$ cat config.mk
export PLATFORM = sky130hd
export DESIGN_NAME = match_referee_flat
export DESIGN_NICKNAME = d
export VERILOG_FILES = /design/src/rtl/match_referee_if.sv /design/src/rtl/match_referee.sv /design/src/flat_wrapper.sv
export SDC_FILE = /design/constraint.sdc
export NUM_CORES = 1
export LEC_CHECK = 0
export CORE_MARGIN = 3
export CORE_UTILIZATION = 55
export CTS_CLUSTER_SIZE = 25
export DETAILED_ROUTE_END_ITERATION = 12
export GPL_ROUTABILITY_DRIVEN = 1
export PLACE_DENSITY = 0.8
export SETUP_SLACK_MARGIN = 0.1
export SYNTH_ARGS = -nofsm -noshare
export SYNTH_HDL_FRONTEND = slang
export SYNTH_SLANG_ARGS = --single-unit
$ cat constraint.sdc
create_clock -name clk -period 3.8 [get_ports clk]
set_input_delay 0.76 -clock clk [delete_from_list [all_inputs] [get_ports clk]]
set_output_delay 0.76 -clock clk [all_outputs]
set_load 0.05 [all_outputs]
$ cat src/rtl/match_referee_if.sv
// Round-controller bus: combat/button inputs toward the referee and the
// outcome/status fields it reports to the display stage.
interface match_referee_if;
  logic       start;
  logic       p1_hit;
  logic [3:0] p1_dmg;
  logic       p2_hit;
  logic [3:0] p2_dmg;
  logic [1:0] game_state;
  logic [6:0] p1_health;
  logic [6:0] p2_health;
  logic [6:0] time_left;
  logic       round_over;

  modport slave (
    input  start, p1_hit, p1_dmg, p2_hit, p2_dmg,
    output game_state, p1_health, p2_health, time_left, round_over
  );

  modport master (
    output start, p1_hit, p1_dmg, p2_hit, p2_dmg,
    input  game_state, p1_health, p2_health, time_left, round_over
  );
endinterface

$ cat src/rtl/match_referee.sv
// Match referee: tracks both players' health and the round timer, and
// resolves the round outcome reported to the display stage.
module match_referee #(
  parameter int unsigned MAX_HEALTH = 100,
  parameter int unsigned ROUND_SECS = 99,
  parameter int unsigned TICK_DIV   = 100_000_000
) (
  input  logic            clk,
  input  logic            rst,
  match_referee_if.slave  bus
);

  localparam int unsigned TICK_W = (TICK_DIV > 1) ? $clog2(TICK_DIV) : 1;
  localparam logic [TICK_W-1:0] TICK_LAST = TICK_W'(TICK_DIV - 1);
  localparam logic [6:0] HEALTH_INIT = 7'(MAX_HEALTH);
  localparam logic [6:0] TIME_INIT   = 7'(ROUND_SECS);

  typedef enum logic [2:0] {
    ST_IDLE,
    ST_FIGHT,
    ST_P1_WIN,
    ST_P2_WIN,
    ST_DRAW
  } state_e;

  state_e              state_q, state_d;
  logic [1:0]          game_state_q, game_state_d;
  logic [6:0]          p1_health_q, p1_health_d;
  logic [6:0]          p2_health_q, p2_health_d;
  logic [6:0]          time_left_q, time_left_d;
  logic [TICK_W-1:0]   tick_q, tick_d;
  logic                round_over_q, round_over_d;
  logic                start_q;
  logic                start_rise;

  // Health never wraps below zero.
  function automatic logic [6:0] sat_sub(input logic [6:0] h, input logic [3:0] d);
    logic [6:0] dw;
    dw = 7'(d);
    return (h > dw) ? (h - dw) : 7'd0;
  endfunction

  always_ff @(posedge clk or posedge rst) begin
    if (rst) begin
      state_q      <= ST_IDLE;
      game_state_q <= 2'b11;
      p1_health_q  <= HEALTH_INIT;
      p2_health_q  <= HEALTH_INIT;
      time_left_q  <= TIME_INIT;
      tick_q       <= '0;
      round_over_q <= 1'b0;
      start_q      <= 1'b0;
    end else begin
      state_q      <= state_d;
      game_state_q <= game_state_d;
      p1_health_q  <= p1_health_d;
      p2_health_q  <= p2_health_d;
      time_left_q  <= time_left_d;
      tick_q       <= tick_d;
      round_over_q <= round_over_d;
      start_q      <= bus.start;
    end
  end

  always_comb begin
    state_d      = state_q;
    p1_health_d  = p1_health_q;
    p2_health_d  = p2_health_q;
    time_left_d  = time_left_q;
    tick_d       = tick_q;
    round_over_d = 1'b0;
    game_state_d = 2'b11;
    start_rise   = bus.start & ~start_q;

    case (state_q)
      ST_FIGHT: begin
        if (bus.p1_hit) p2_health_d = sat_sub(p2_health_q, bus.p1_dmg);
        if (bus.p2_hit) p1_health_d = sat_sub(p1_health_q, bus.p2_dmg);

        if (tick_q == TICK_LAST) begin
          tick_d = '0;
          if (time_left_q != 7'd0) time_left_d = time_left_q - 7'd1;
        end else begin
          tick_d = tick_q + TICK_W'(1);
        end

        // Knockouts outrank the timer, even on the final tick.
        if ((p1_health_d == 7'd0) && (p2_health_d == 7'd0)) begin
          state_d = ST_DRAW;
        end else if (p2_health_d == 7'd0) begin
          state_d = ST_P1_WIN;
        end else if (p1_health_d == 7'd0) begin
          state_d = ST_P2_WIN;
        end else if (time_left_d == 7'd0) begin
          if (p1_health_d > p2_health_d)      state_d = ST_P1_WIN;
          else if (p2_health_d > p1_health_d) state_d = ST_P2_WIN;
          else                                state_d = ST_DRAW;
        end

        round_over_d = (state_d != ST_FIGHT);
      end
      default: begin
        if (start_rise) begin
          state_d     = ST_FIGHT;
          p1_health_d = HEALTH_INIT;
          p2_health_d = HEALTH_INIT;
          time_left_d = TIME_INIT;
          tick_d      = '0;
        end
      end
    endcase

    case (state_d)
      ST_FIGHT:  game_state_d = 2'b00;
      ST_P1_WIN: game_state_d = 2'b01;
      ST_P2_WIN: game_state_d = 2'b10;
      default:   game_state_d = 2'b11;
    endcase
  end

  assign bus.game_state = game_state_q;
  assign bus.p1_health  = p1_health_q;
  assign bus.p2_health  = p2_health_q;
  assign bus.time_left  = time_left_q;
  assign bus.round_over = round_over_q;

endmodule

$ cat src/flat_wrapper.sv
// flat-port wrapper written by rule: the top's interface ports become plain ports
module match_referee_flat 
#(
  parameter int unsigned MAX_HEALTH = 100,
  parameter int unsigned ROUND_SECS = 99,
  parameter int unsigned TICK_DIV   = 100_000_000
)
  (clk, rst, bus_start, bus_p1_hit, bus_p1_dmg, bus_p2_hit, bus_p2_dmg, bus_game_state, bus_p1_health, bus_p2_health, bus_time_left, bus_round_over);
  match_referee_if bus_i ();
  input  logic clk;
  input  logic rst;
  input wire logic [$bits(bus_i.start)-1:0] bus_start;
  input wire logic [$bits(bus_i.p1_hit)-1:0] bus_p1_hit;
  input wire logic [$bits(bus_i.p1_dmg)-1:0] bus_p1_dmg;
  input wire logic [$bits(bus_i.p2_hit)-1:0] bus_p2_hit;
  input wire logic [$bits(bus_i.p2_dmg)-1:0] bus_p2_dmg;
  output wire logic [$bits(bus_i.game_state)-1:0] bus_game_state;
  output wire logic [$bits(bus_i.p1_health)-1:0] bus_p1_health;
  output wire logic [$bits(bus_i.p2_health)-1:0] bus_p2_health;
  output wire logic [$bits(bus_i.time_left)-1:0] bus_time_left;
  output wire logic [$bits(bus_i.round_over)-1:0] bus_round_over;
  assign bus_i.start = bus_start;
  assign bus_i.p1_hit = bus_p1_hit;
  assign bus_i.p1_dmg = bus_p1_dmg;
  assign bus_i.p2_hit = bus_p2_hit;
  assign bus_i.p2_dmg = bus_p2_dmg;
  assign bus_game_state = bus_i.game_state;
  assign bus_p1_health = bus_i.p1_health;
  assign bus_p2_health = bus_i.p2_health;
  assign bus_time_left = bus_i.time_left;
  assign bus_round_over = bus_i.round_over;
  match_referee #(.MAX_HEALTH(MAX_HEALTH), .ROUND_SECS(ROUND_SECS), .TICK_DIV(TICK_DIV)) u_core (.clk(clk), .rst(rst), .bus(bus_i));
endmodule
==> impl_metrics.py <==
metrics = {
    "outcome": {
        "status": "completed",
    },
    "critical_path": {
        "startpoint_type": "input pin",
        "crit_type": "input pin to register",
        "cp_num_buf_inv": 2,
        "cp_slowest_cell": "a2111o_1",
        "critPathMaxStageDelay_ns": 0.42,
        "critPathMaxFanout": 4,
        "arrival_ns": 3.86,
        "critical_path_required_ns": 4.04,
        "cp_cell_sequence": "buf_8, inv_12, ha_4, nand4_1, a2111o_1, a31oi_4, nand2b_4, nor2_4, a21oi_4, ha_4, a21o_1, a21oi_2, a31o_2, a21oi_4, a221oi_2, a31oi_2, a211oi_2, o21ai_1",
        "crit_path_end_kind": "register",
        "r2r-start": "u_core.bus.p1_health[1]",
        "crit_path_start": "bus_p2_dmg[3]",
        "cpLargestDelayFamily": "compound AO/OA/AOI/OAI gates",
    },
    "yosys": {
        "synth.top_cell.area_share_pct": 27.5,
        "ys_seq_area_share_pct": 35.6,
        "synthFlopType": "dfrtp_1",
        "async_flop_share_pct": 100,
        "synth_edf_count": 0,
        "ys_top_cells_by_area": "dfrtp_1 (28%), dfstp_2 (8.1%), o21ai_0 (7.6%), ha_1 (5.8%), nand2_1 (5.6%)",
        "netlist_area_um2": 3910,
        "postSynthCellCount": 464,
        "yosysTopAreaCell": "dfrtp_1",
        "yosys_warnings": 0,
        "syn_nets": 497,
        "synth.avg_cell_area_um2": 8.42,
        "ys_seq_elements": 55,
        "ys_types": 69,
    },
    "clock_tree": {
        "cts_tree": "yes",
        "cts_hold_buf": 0,
        "ctsRootBufferMaster": "clkbuf_8",
        "clk_latency_ns": 0.32,
        "htree_num_levels": 2,
        "cts.sinks": 55,
        "clock_path_buffers": 2,
        "cts_made_buffers": 5,
        "clkSlewWorstSetupHoldPaths_ns": 0.12,
    },
    "cells_and_area": {
        "area_growth_pct": 31.2,
        "seq_area_um2": 1390,
        "fin_cells": 641,
        "diodes": 0,
        "drive_gt1_share_pct": 27.2,
        "layout_commonest_cell": "nand2_1",
        "multi_input_comb_area_um2": 2640,
        "layout_common_cells": "nand2_1 (58), o21ai_0 (56), buf_4 (53)",
        "nets": 577,
        "fill_cells": 510,
        "fin_util_pct": 75.0,
    },
    "placement": {
        "dp.cells": 620,
        "portBuffers": 36,
        "hpwl_mm": 7.35,
        "gp_congestion": 0.930,
    },
    "sta": {
        "maxSlewHeadroom_pct": 37.8,
        "min_period_over_period_pct": 95.2,
        "rsz0062_at_grt": "no",
        "skew_ns": 0.0184,
        "tightest_slew_ns": 0.933,
        "setup_violations": 0,
        "clock.fmax_mhz": 276,
        "final_max_slew_viol_count": 0,
        "fin_crit_ns": 3.62,
        "finalHoldViolCount": 0,
    },
    "floorplan": {
        "num_rows": 30,
        "die_area_um2": 8150,
        "start_util_pct": 57.2,
        "chipHeight_um": 90.3,
        "ios": 37,
        "core_um2": 6830,
        "die_w_um": 90.3,
    },
    "routing": {
        "postRouteAntennaNets": 0,
        "drc_errors": 0,
        "avgRoutedWirePerCell_um": 17.0,
        "drt_pass1_iterations": 5,
        "via_per_inst": 6.20,
        "num_vias": 3976,
        "drtIter0Drc": 303,
        "wl_mm": 10.9,
    },
    "global_routing": {
        "grt_max_degree": 32,
        "antenna_found_initial": 0,
        "grt_pass1_wl_mm": 17.7,
        "track_usage_pct": 26.0,
        "overflow": 0,
        "grt_pass1_vias": 3695,
    },
    "power": {
        "p_per_area_nw_per_um2": 788,
        "leakage_nw": 2.16,
        "ir_drop_uv": 478,
    },
    "run": {
        "max-cap-violations": 0,
    },
    "hold_path": {
        "hp-start": "u_core.tick_q[16]",
        "hp-class": "register to register",
    },
}
## power by group
part	internal, mW	total, mW	switching [mW]	leakage, nW
logic	1.20	2.75	1.55	1.41
registers	0.745	0.936	0.191	0.701
clock network	0.134	0.348	0.214	0.0461
## stage by stage
stage                     power (mW)  setup WS [ns]  TNS (ns)  area [um^2]  hold WS [ns]
after CTS                       3.67          0.113         0         4920         0.526
after global routing            4.30         0.0940         0         5120         0.557
after floorplan                 2.36         0.0805         0         3970         0.456
final                           4.04          0.183         0         5120         0.526
after global placement          3.03         -0.461     -1.40         4690         0.488
after detailed placement        3.14         -0.699     -2.34         4690         0.504
## layout make-up
| class | instances | share of cell area, % |
|---|---|---|
| Timing Repair Buffer | 90 | 15.1 |
| Inverter | 24 | 2.00 |
| Multi-Input combinational cell | 368 | 51.5 |
| Sequential cell | 55 | 27.2 |
| Clock buffer | 5 | 1.34 |
| Tap cell | 96 | 2.34 |
| Clock inverter | 3 | 0.464 |
## routing by layer
| metal | vias up | share of wire (%) | global-route usage, % |
|---|---|---|---|
| met2 | 174 | 50 | 42.6 |
| li1 | 1854 | - | - |
| met5 | - | 0 | 0 |
| met4 | 0 | 2.1 | 7.40 |
| met3 | 27 | 6.3 | 5.00 |
| met1 | 1921 | 42 | 35.2 |
## kinds of logic (layout without fill, tap and decap cells)
kind of cell    Yosys count  in the layout  synth area share, %
xor+xnor                 14             14                 3.14
fa+ha+maj                20             20                 6.79
mux                       4              4                 1.06
buf+inv                  41            122                 4.04
compound gates          137            137                 22.7
simple gates            193            193                 26.7
flops                    55             55                 35.6
## synthesized netlist by cell type, types with 2 or more instances
cell	instances
a21oi_1	22
nor3_2	3
nor3b_1	2
a311oi_1	2
o31ai_1	9
and3_1	9
dfrtp_1	43
nand3b_1	2
mux2i_1	3
nor4b_2	2
fa_1	2
inv_1	24
a22o_1	3
ha_1	18
nor3_1	11
nand2_1	58
nand4b_1	2
and2_1	2
clkbuf_1	14
a31oi_2	2
dfstp_2	12
o21ai_1	2
buf_2	3
a31oi_1	4
a41oi_1	2
xor2_1	9
nand3_1	22
nand2b_1	5
or3_1	4
xnor2_1	5
nor2b_1	5
nor2_1	36
nand4_1	8
a21o_1	8
nor4_1	5
o21ai_0	59
or2_2	3
o2111ai_1	2
o21a_1	3
and4_1	4
a221oi_1	2
## repair_timing
item	CTS	global route
setup buffers	7	6
pin swaps	15	27
resized for setup	27	51
setup endpoints to repair	5	5
## flip-flops by register name, indices dropped and copies added, names as in the netlist
name,count
u_core.bus.game_state,2
u_core.bus.p1_health,7
u_core.bus.p2_health,7
u_core.bus.round_over,1
u_core.bus.time_left,7
u_core.start_q,1
u_core.state_q,3
u_core.tick_q,27
## worst paths after layout
check | slack (ns) | to | cells past startpoint
min in group asynchronous | 0.84 | u_core.tick_q[7] | 2
worst min register to register | 0.53 | u_core.tick_q[16] | 1
worst min-delay path | 0.53 | u_core.tick_q[16] | 1
max in group asynchronous | 2.14 | u_core.bus.time_left[0] | 3
worst max register to register | 0.22 | u_core.bus.game_state[1] | 16
worst max-delay path | 0.18 | u_core.bus.game_state[1] | 18
Note: power is estimated with default switching activity, not from simulation.
